### src/rtl/switch_debouncer.sv
// Per-channel synchronizer and debouncer: clean level outputs plus one-cycle
// rise/fall strobes once a new level has been held for STABLE_CYCLES samples.
module switch_debouncer #(
    parameter int unsigned WIDTH         = 4,
    parameter int unsigned SYNC_STAGES   = 2,
    parameter int unsigned STABLE_CYCLES = 1250000
) (
    input  logic             clk,
    input  logic             resetn,
    input  logic [WIDTH-1:0] sw_raw,
    output logic [WIDTH-1:0] sw_out,
    output logic [WIDTH-1:0] rise,
    output logic [WIDTH-1:0] fall
);

    localparam int unsigned CNT_W = $clog2(STABLE_CYCLES);
    localparam logic [CNT_W-1:0] CNT_MAX = CNT_W'(STABLE_CYCLES - 1);

    typedef enum logic [1:0] {
        LOW      = 2'd0,
        CHK_HIGH = 2'd1,
        HIGH     = 2'd2,
        CHK_LOW  = 2'd3
    } state_e;

    for (genvar i = 0; i < WIDTH; i++) begin : g_ch
        logic [SYNC_STAGES-1:0] sync_q;
        logic                   s;
        state_e                 state_q, state_d;
        logic [CNT_W-1:0]       cnt_q, cnt_d;
        logic                   out_q, out_d;
        logic                   rise_q, rise_d;
        logic                   fall_q, fall_d;

        // Only the first stage may go metastable; the last stage is the clean sample.
        always_ff @(posedge clk or negedge resetn) begin
            if (!resetn) begin
                sync_q <= '0;
            end else begin
                sync_q <= {sync_q[SYNC_STAGES-2:0], sw_raw[i]};
            end
        end

        assign s = sync_q[SYNC_STAGES-1];

        always_ff @(posedge clk or negedge resetn) begin
            if (!resetn) begin
                state_q <= LOW;
                cnt_q   <= '0;
                out_q   <= 1'b0;
                rise_q  <= 1'b0;
                fall_q  <= 1'b0;
            end else begin
                state_q <= state_d;
                cnt_q   <= cnt_d;
                out_q   <= out_d;
                rise_q  <= rise_d;
                fall_q  <= fall_d;
            end
        end

        // Any sample disagreeing with the candidate level restarts qualification.
        always_comb begin
            state_d = state_q;
            cnt_d   = cnt_q;
            out_d   = out_q;
            rise_d  = 1'b0;
            fall_d  = 1'b0;
            case (state_q)
                LOW: begin
                    if (s) begin
                        state_d = CHK_HIGH;
                        cnt_d   = CNT_W'(1);
                    end else begin
                        cnt_d = '0;
                    end
                end
                CHK_HIGH: begin
                    if (!s) begin
                        state_d = LOW;
                        cnt_d   = '0;
                    end else if (cnt_q == CNT_MAX) begin
                        state_d = HIGH;
                        out_d   = 1'b1;
                        rise_d  = 1'b1;
                        cnt_d   = '0;
                    end else begin
                        cnt_d = cnt_q + CNT_W'(1);
                    end
                end
                HIGH: begin
                    if (!s) begin
                        state_d = CHK_LOW;
                        cnt_d   = CNT_W'(1);
                    end else begin
                        cnt_d = '0;
                    end
                end
                CHK_LOW: begin
                    if (s) begin
                        state_d = HIGH;
                        cnt_d   = '0;
                    end else if (cnt_q == CNT_MAX) begin
                        state_d = LOW;
                        out_d   = 1'b0;
                        fall_d  = 1'b1;
                        cnt_d   = '0;
                    end else begin
                        cnt_d = cnt_q + CNT_W'(1);
                    end
                end
                default: begin
                    state_d = LOW;
                    cnt_d   = '0;
                end
            endcase
        end

        assign sw_out[i] = out_q;
        assign rise[i]   = rise_q;
        assign fall[i]   = fall_q;
    end

endmodule

### config.mk
export PLATFORM = sky130hd
export DESIGN_NAME = switch_debouncer
export DESIGN_NICKNAME = d
export VERILOG_FILES = /design/src/rtl/switch_debouncer.sv
export SDC_FILE = /design/constraint.sdc
export NUM_CORES = 1
export LEC_CHECK = 0
export CAP_MARGIN = 20
export CORE_MARGIN = 10
export CORE_UTILIZATION = 65
export CTS_BUF_LIST = sky130_fd_sc_hd__clkbuf_8
export CTS_CLUSTER_DIAMETER = 120
export DETAILED_ROUTE_END_ITERATION = 8
export MAX_ROUTING_LAYER = met4
export PLACE_DENSITY = 0.84
export SETUP_SLACK_MARGIN = 0.5
export SLEW_MARGIN = 20
export SYNTH_ARGS = -nofsm -noshare
export SYNTH_HDL_FRONTEND = slang
export SYNTH_SLANG_ARGS = --single-unit
### constraint.sdc
create_clock -name clk -period 4.02 [get_ports clk]
set_clock_uncertainty 0.1 [all_clocks]
set_input_delay 0.402 -clock clk [delete_from_list [all_inputs] [get_ports clk]]
set_output_delay 0.402 -clock clk [all_outputs]
set_load 0.01 [all_outputs]
### After elaboration in Yosys (flattened, before gate mapping)

Index checks and enable logic that the tools add are counted.

* equality and inequality tests: 48
* add/sub/neg operators: 4
* multiplexer cells: 92
* reduce and logical (&&, ||, !) cells: 16

Operators by type and width (count)
* 21-bit case mux with 4 select lines: 4
* 21-bit 2-to-1 mux: 12
* 21-bit by 1-bit adder with 21-bit output (second input constant): 4
* 21-bit == test (second input constant): 4
* 2-bit 2-to-1 mux: 24
* 2-bit != test (second input constant): 24
* 1-bit 2-to-1 mux: 44
* 2-bit case mux with 4 select lines: 4
* 3-bit != test (second input constant): 8
* 5-bit AND reduction: 4
* 2-bit == test (second input constant): 8
* 4-bit AND reduction: 4
* 2-bit by 1-bit == test with 1-bit output (second input constant): 4
* 2-bit zero test: 4
* 1-bit case mux with 2 select lines: 4
* 2-bit nonzero test: 4

* output and inout port bits: 12
* bits in registers: 112
* bits of input ports: 6
* word-level logic and storage cells: 184

### Longest topological paths before layout

* depth in word-level cells: 4
* mapped depth: 7
* depth with buffers taken out: 5

### Worst setup path before layout

Ideal clock, no wire load.

* path kind: reg-to-reg
* start point: register g_ch[1].cnt_q[0]
* end point: register g_ch[1].cnt_q[16]
* stages on the path, launching flop included: 7
* path slack: 1.917 ns
* library setup time: 0.078 ns
* buffers on the path: 1
* required time: 3.842 ns
* period minus slack after synthesis: 2.103 ns
* arrival: 1.924 ns
* cell sequence: dfrtp_1 -> ha_1 -> and3_1 -> clkbuf_1 -> nand4_1 -> or4b_2 -> a21oi_1

* longest elaborated chain between the ends: 4
* elaborated cells between the ends (all ways): 6
* those cells by class: add/sub: 1; eq/ne: 1; mux: 4

RTL lines
* start: declaration: line 30 `logic [CNT_W-1:0] cnt_q, cnt_d;`
* start signal: assignment: line 55 `cnt_q <= cnt_d;`
* 21-bit by 1-bit adder with 21-bit output or 21-bit == test (tied branches)
* 21-bit 2-to-1 mux (*): line 82, 103
* 21-bit 2-to-1 mux, on equally long branches: line 100, 79
* 21-bit case mux with 4 select lines (*): line 69 `case (state_q)`
* net g_ch[1].cnt_d[16]: line 30

The timed path passes the listed nets; every way through them passes the cells marked *.
A chain may end at the register's enable or synchronous reset.

### Final worst setup path

* start point: register g_ch[3].cnt_q[4]
* end point: register g_ch[3].cnt_q[0]

* longest elaborated chain between the ends: 4
* elaborated cells between the ends (all ways): 5
* those cells by class: eq/ne: 1; mux: 4

RTL lines (line)
* start: declaration: 30
* start signal: assignment: 55
* 21-bit == test (*): 82, 103
* 21-bit 2-to-1 mux (*): 82, 103
* 21-bit 2-to-1 mux, on equally long branches: 100, 79
* 21-bit case mux with 4 select lines (*): 69
* net g_ch[3].cnt_d[0]: 30

Marked as above.

==> flow_summary_export.csv <==
group,metric,value,unit
synth,ys_seq_area_share,51.6,%
synth,yosysTopAreaCellShare,51.6,%
global_routing,grt_usage,16.7,%
routing,wl_met2,4960,um
status,run_status,"finished clean",
clock_tree,clkTransAtPathRegs,0.10,ns
synth,synth_compound_area_share,8.84,%
synth,synthTopCellsByCount,"112 x dfrtp_1, 63 x nor2_1, 32 x nand3_1",
clock_tree,clockBufferDepth,2,
clock_tree,clkLatencyLatePin,0.36,ns
critical_path,critPathLaunch,"g_ch[3].cnt_q[4]",
timing,slew_headroom,52.9,%
finish,drive_gt1_share,5.98,%
critical_path,slowest_stage,"a21o_1",
critical_path,startpoint_type,"flop",
clock_tree,clock_sinks,112,
floorplanning,die-area,12400,sq um
synth,synth_area_leaders,"dfrtp_1 52%, xor2_1 4.5%, nor2_1 4.4%, xnor2_1 3.9%, nand3_1 2.9%",
timing,rsz0062_at_grt,"no",
finish,diodes,0,
critical_path,crit_path_end,"g_ch[3].cnt_q[0]",
synth,syn_nets,556,
clock_tree,post_cts_buffers,0,
min_path,holdPathStages,0,
synth,netlist.top_cell.by_area,"dfrtp_1",
critical_path,cp_top_family,"simple AND/OR/NAND/NOR gates",
placed_design,dp_hpwl,6980,um
critical_path,cp.required,4.15,ns
finish,final_core_util,71.3,%
routing,top_layer,"met4",
power_and_ir_drop,peakVddDrop,0.000197,V
critical_path,worstPathMaxFanout,21,
routing,wl_met3,432,um
clock_tree,hold_buffers,0,
synth,synth_cells,546,
timing,setup_viol,0,
placed_design,dp_slack,1.53,ns
synth,ys_ff_latch,112,
routing,m1WireLength,4600,um
synth,synth_top_family_by_area,"simple AND/OR/NAND/NOR gates",
synth,synth-simple-area-share,25.1,%
critical_path,r2r_cells,4,
critical_path,r2r_setup_slack,1.54,ns
floorplanning,start_util,66.5,%
floorplanning,die_h,111,um
clock_tree,tritoncts,"yes",
routing,ant_nets,0,
synth,synth_edf_count,0,
global_routing,grt_overflow,0,
timing,tns,0,ns
critical_path,critPathKind,"flop to flop",
timing,finalMaxSlewViolations,0,
clock_tree,post_cts_resized,0,
min_path,holdCritPathClass,"flop to flop",
critical_path,max_stage_delay,0.67,ns
critical_path,reg2reg_from,"g_ch[3].cnt_q[4]",
power_and_ir_drop,leakage,2.30,nW
routing,drt_iter0_markers,235,
finish,syn2layout_area_growth,7.28,%
job,drv_cap,0,
routing,drcViolationCount,0,
finish,nFillCells,600,
floorplanning,ios,18,
synth,syn-cell-area,5430,sq um
critical_path,cp_num_buf_inv,0,
timing,fin_ws,1.54,ns
timing,final.period_utilization,61.6,%
synth,synth_xor_area_share,8.38,%
synth,synth_cell_types,49,
floorplanning,num_rows,33,
synth,muxShareOfSynthArea,0.599,%
synth,synth_flop_cell,"dfrtp_1",
synth,yosys.area_share.adder,0.921,%
timing,worst_pin_slew,0.707,ns
global_routing,first_global_vias,3954,
critical_path,rr_endpoint,"g_ch[3].cnt_q[0]",
finish,fin_nets,558,
timing,hold_ws,0.242,ns
timing,period_minus_slack,2.48,ns
floorplanning,die_w,111,um
timing,hold_viol,0,
critical_path,crit_cells,4,
routing,vias_per_cell,6.09,
synth,synthArstFlopShare,100,%
min_path,hp-start,"g_ch[0].sync_q[0]",
critical_path,end_kind,"flop",
synth,avgSynthCellArea,9.95,sq um
clock_tree,h-tree-depth,3,
power_and_ir_drop,powerDensity,329,nW/um^2
routing,routed_wl,10100,um
clock_tree,cts-root-buf,"clkbuf_8",
routing,vias,3998,
critical_path,path_cells,"or3b_2 -> nor4_1 -> a21o_1 -> o22ai_1",
placed_design,gp_congestion,0.858,
routing,dr.pass1.iters,4,
clock_tree,numCtsBuffers,9,
global_routing,antenna_found_initial,0,
timing,max_freq,404,MHz
synth,yosys_warnings,0,
floorplanning,core_area,8180,sq um
global_routing,grt_pass1_wl,17700,um
placed_design,port_buffers,17,
routing,wl_per_cell,15.4,um
global_routing,grt_max_degree,82,
synth,yosysMostFrequentCell,"dfrtp_1",
critical_path,critical_path_arrival,2.61,ns
==> power breakdown <==
part           leakage [nW]  switching (mW)  internal (mW)
logic                 0.663          0.0460         0.0215
registers              1.53          0.0125           1.14
clock network         0.107           0.355          0.347
total                  2.30           0.414           1.51
==> area by class of cell <==
| cell class | instances | area, sq um | area share, % |
|---|---|---|---|
| multi-input combinational | 384 | 2380 | 40.9 |
| inverter | 18 | 67.6 | 1.16 |
| sequential | 112 | 2800 | 48.1 |
| tap | 105 | 131 | 2.25 |
| clock inverter | 6 | 85.1 | 1.46 |
| clock buffer | 9 | 124 | 2.13 |
| timing repair buffer | 23 | 235 | 4.04 |
==> registers in the layout, summed over array words and instances (netlist names), named ones only <==
register / count
g_ch.fall_q: 4
g_ch.cnt_q: 84
g_ch.out_q: 4
g_ch.sync_q: 8
g_ch.state_q: 4
g_ch.rise_q: 4
==> cells by family (layout without fill, tap and decap cells) <==
group | Yosys count | after routing
AOI/OAI and AO/OA | 79 | 79
xor gates and xnor gates | 52 | 52
adders and majority gates | 4 | 4
buffers and inverters | 50 | 56
DFF | 112 | 112
muxes | 3 | 3
and+or+nand+nor | 246 | 246
==> how the worst min path moves through the flow <==
stage	endpoint	slack (ns)
global placement	g_ch[0].sync_q[1]	0.23
finish	g_ch[0].sync_q[1]	0.24
floorplan	async pin	0.006
CTS	g_ch[2].cnt_q[19]	0.12
detailed placement	g_ch[2].sync_q[1]	0.24
global route	g_ch[0].sync_q[1]	0.27
==> routing by layer <==
| layer | global-route usage, % | vias up |
|---|---|---|
| met4 | 4.37 | 0 |
| met3 | 4.56 | 12 |
| li1 | - | 1945 |
| met2 | 27.9 | 69 |
| met1 | 19.6 | 1972 |
| met5 | - | - |
==> placed cells by master, fill, tap and decap left out, drive strengths merged, types with 2 or more instances in the layout <==
| cell | n |
|---|---|
| inv | 20 |
| nand2 | 28 |
| buf | 6 |
| mux2 | 2 |
| a2bb2oi | 2 |
| o31ai | 14 |
| o211ai | 3 |
| or2 | 4 |
| nor3 | 13 |
| bufinv | 2 |
| nor4b | 7 |
| a21boi | 2 |
| a41oi | 2 |
| nand3 | 32 |
| nand4 | 22 |
| and4 | 7 |
| or4b | 3 |
| o22ai | 2 |
| and4b | 2 |
| ha | 4 |
| clkdlybuf4s50 | 16 |
| dfrtp | 112 |
| o21ai | 19 |
| clkbuf | 9 |
| or4 | 21 |
| or3 | 13 |
| nor3b | 4 |
| a21oi | 29 |
| a21o | 4 |
| xor2 | 28 |
| nor4 | 7 |
| xnor2 | 24 |
| nor2 | 63 |
| and3 | 7 |
| and2 | 7 |
| nand4b | 3 |
==> per-stage QoR <==
| stage | total power, mW | cells | cell area (sq um) |
|---|---|---|---|
| 2_1_floorplan | 1.20 | 546 | 5430 |
| 3_3_place_gp | 1.23 | 640 | 5580 |
| 3_5_place_dp | 1.24 | 640 | 5580 |
| 4_1_cts | 1.94 | 655 | 5790 |
| 5_1_grt | 2.00 | 657 | 5830 |
| 6_report | 1.92 | 657 | 5830 |
(Power assumes the default switching activity.)
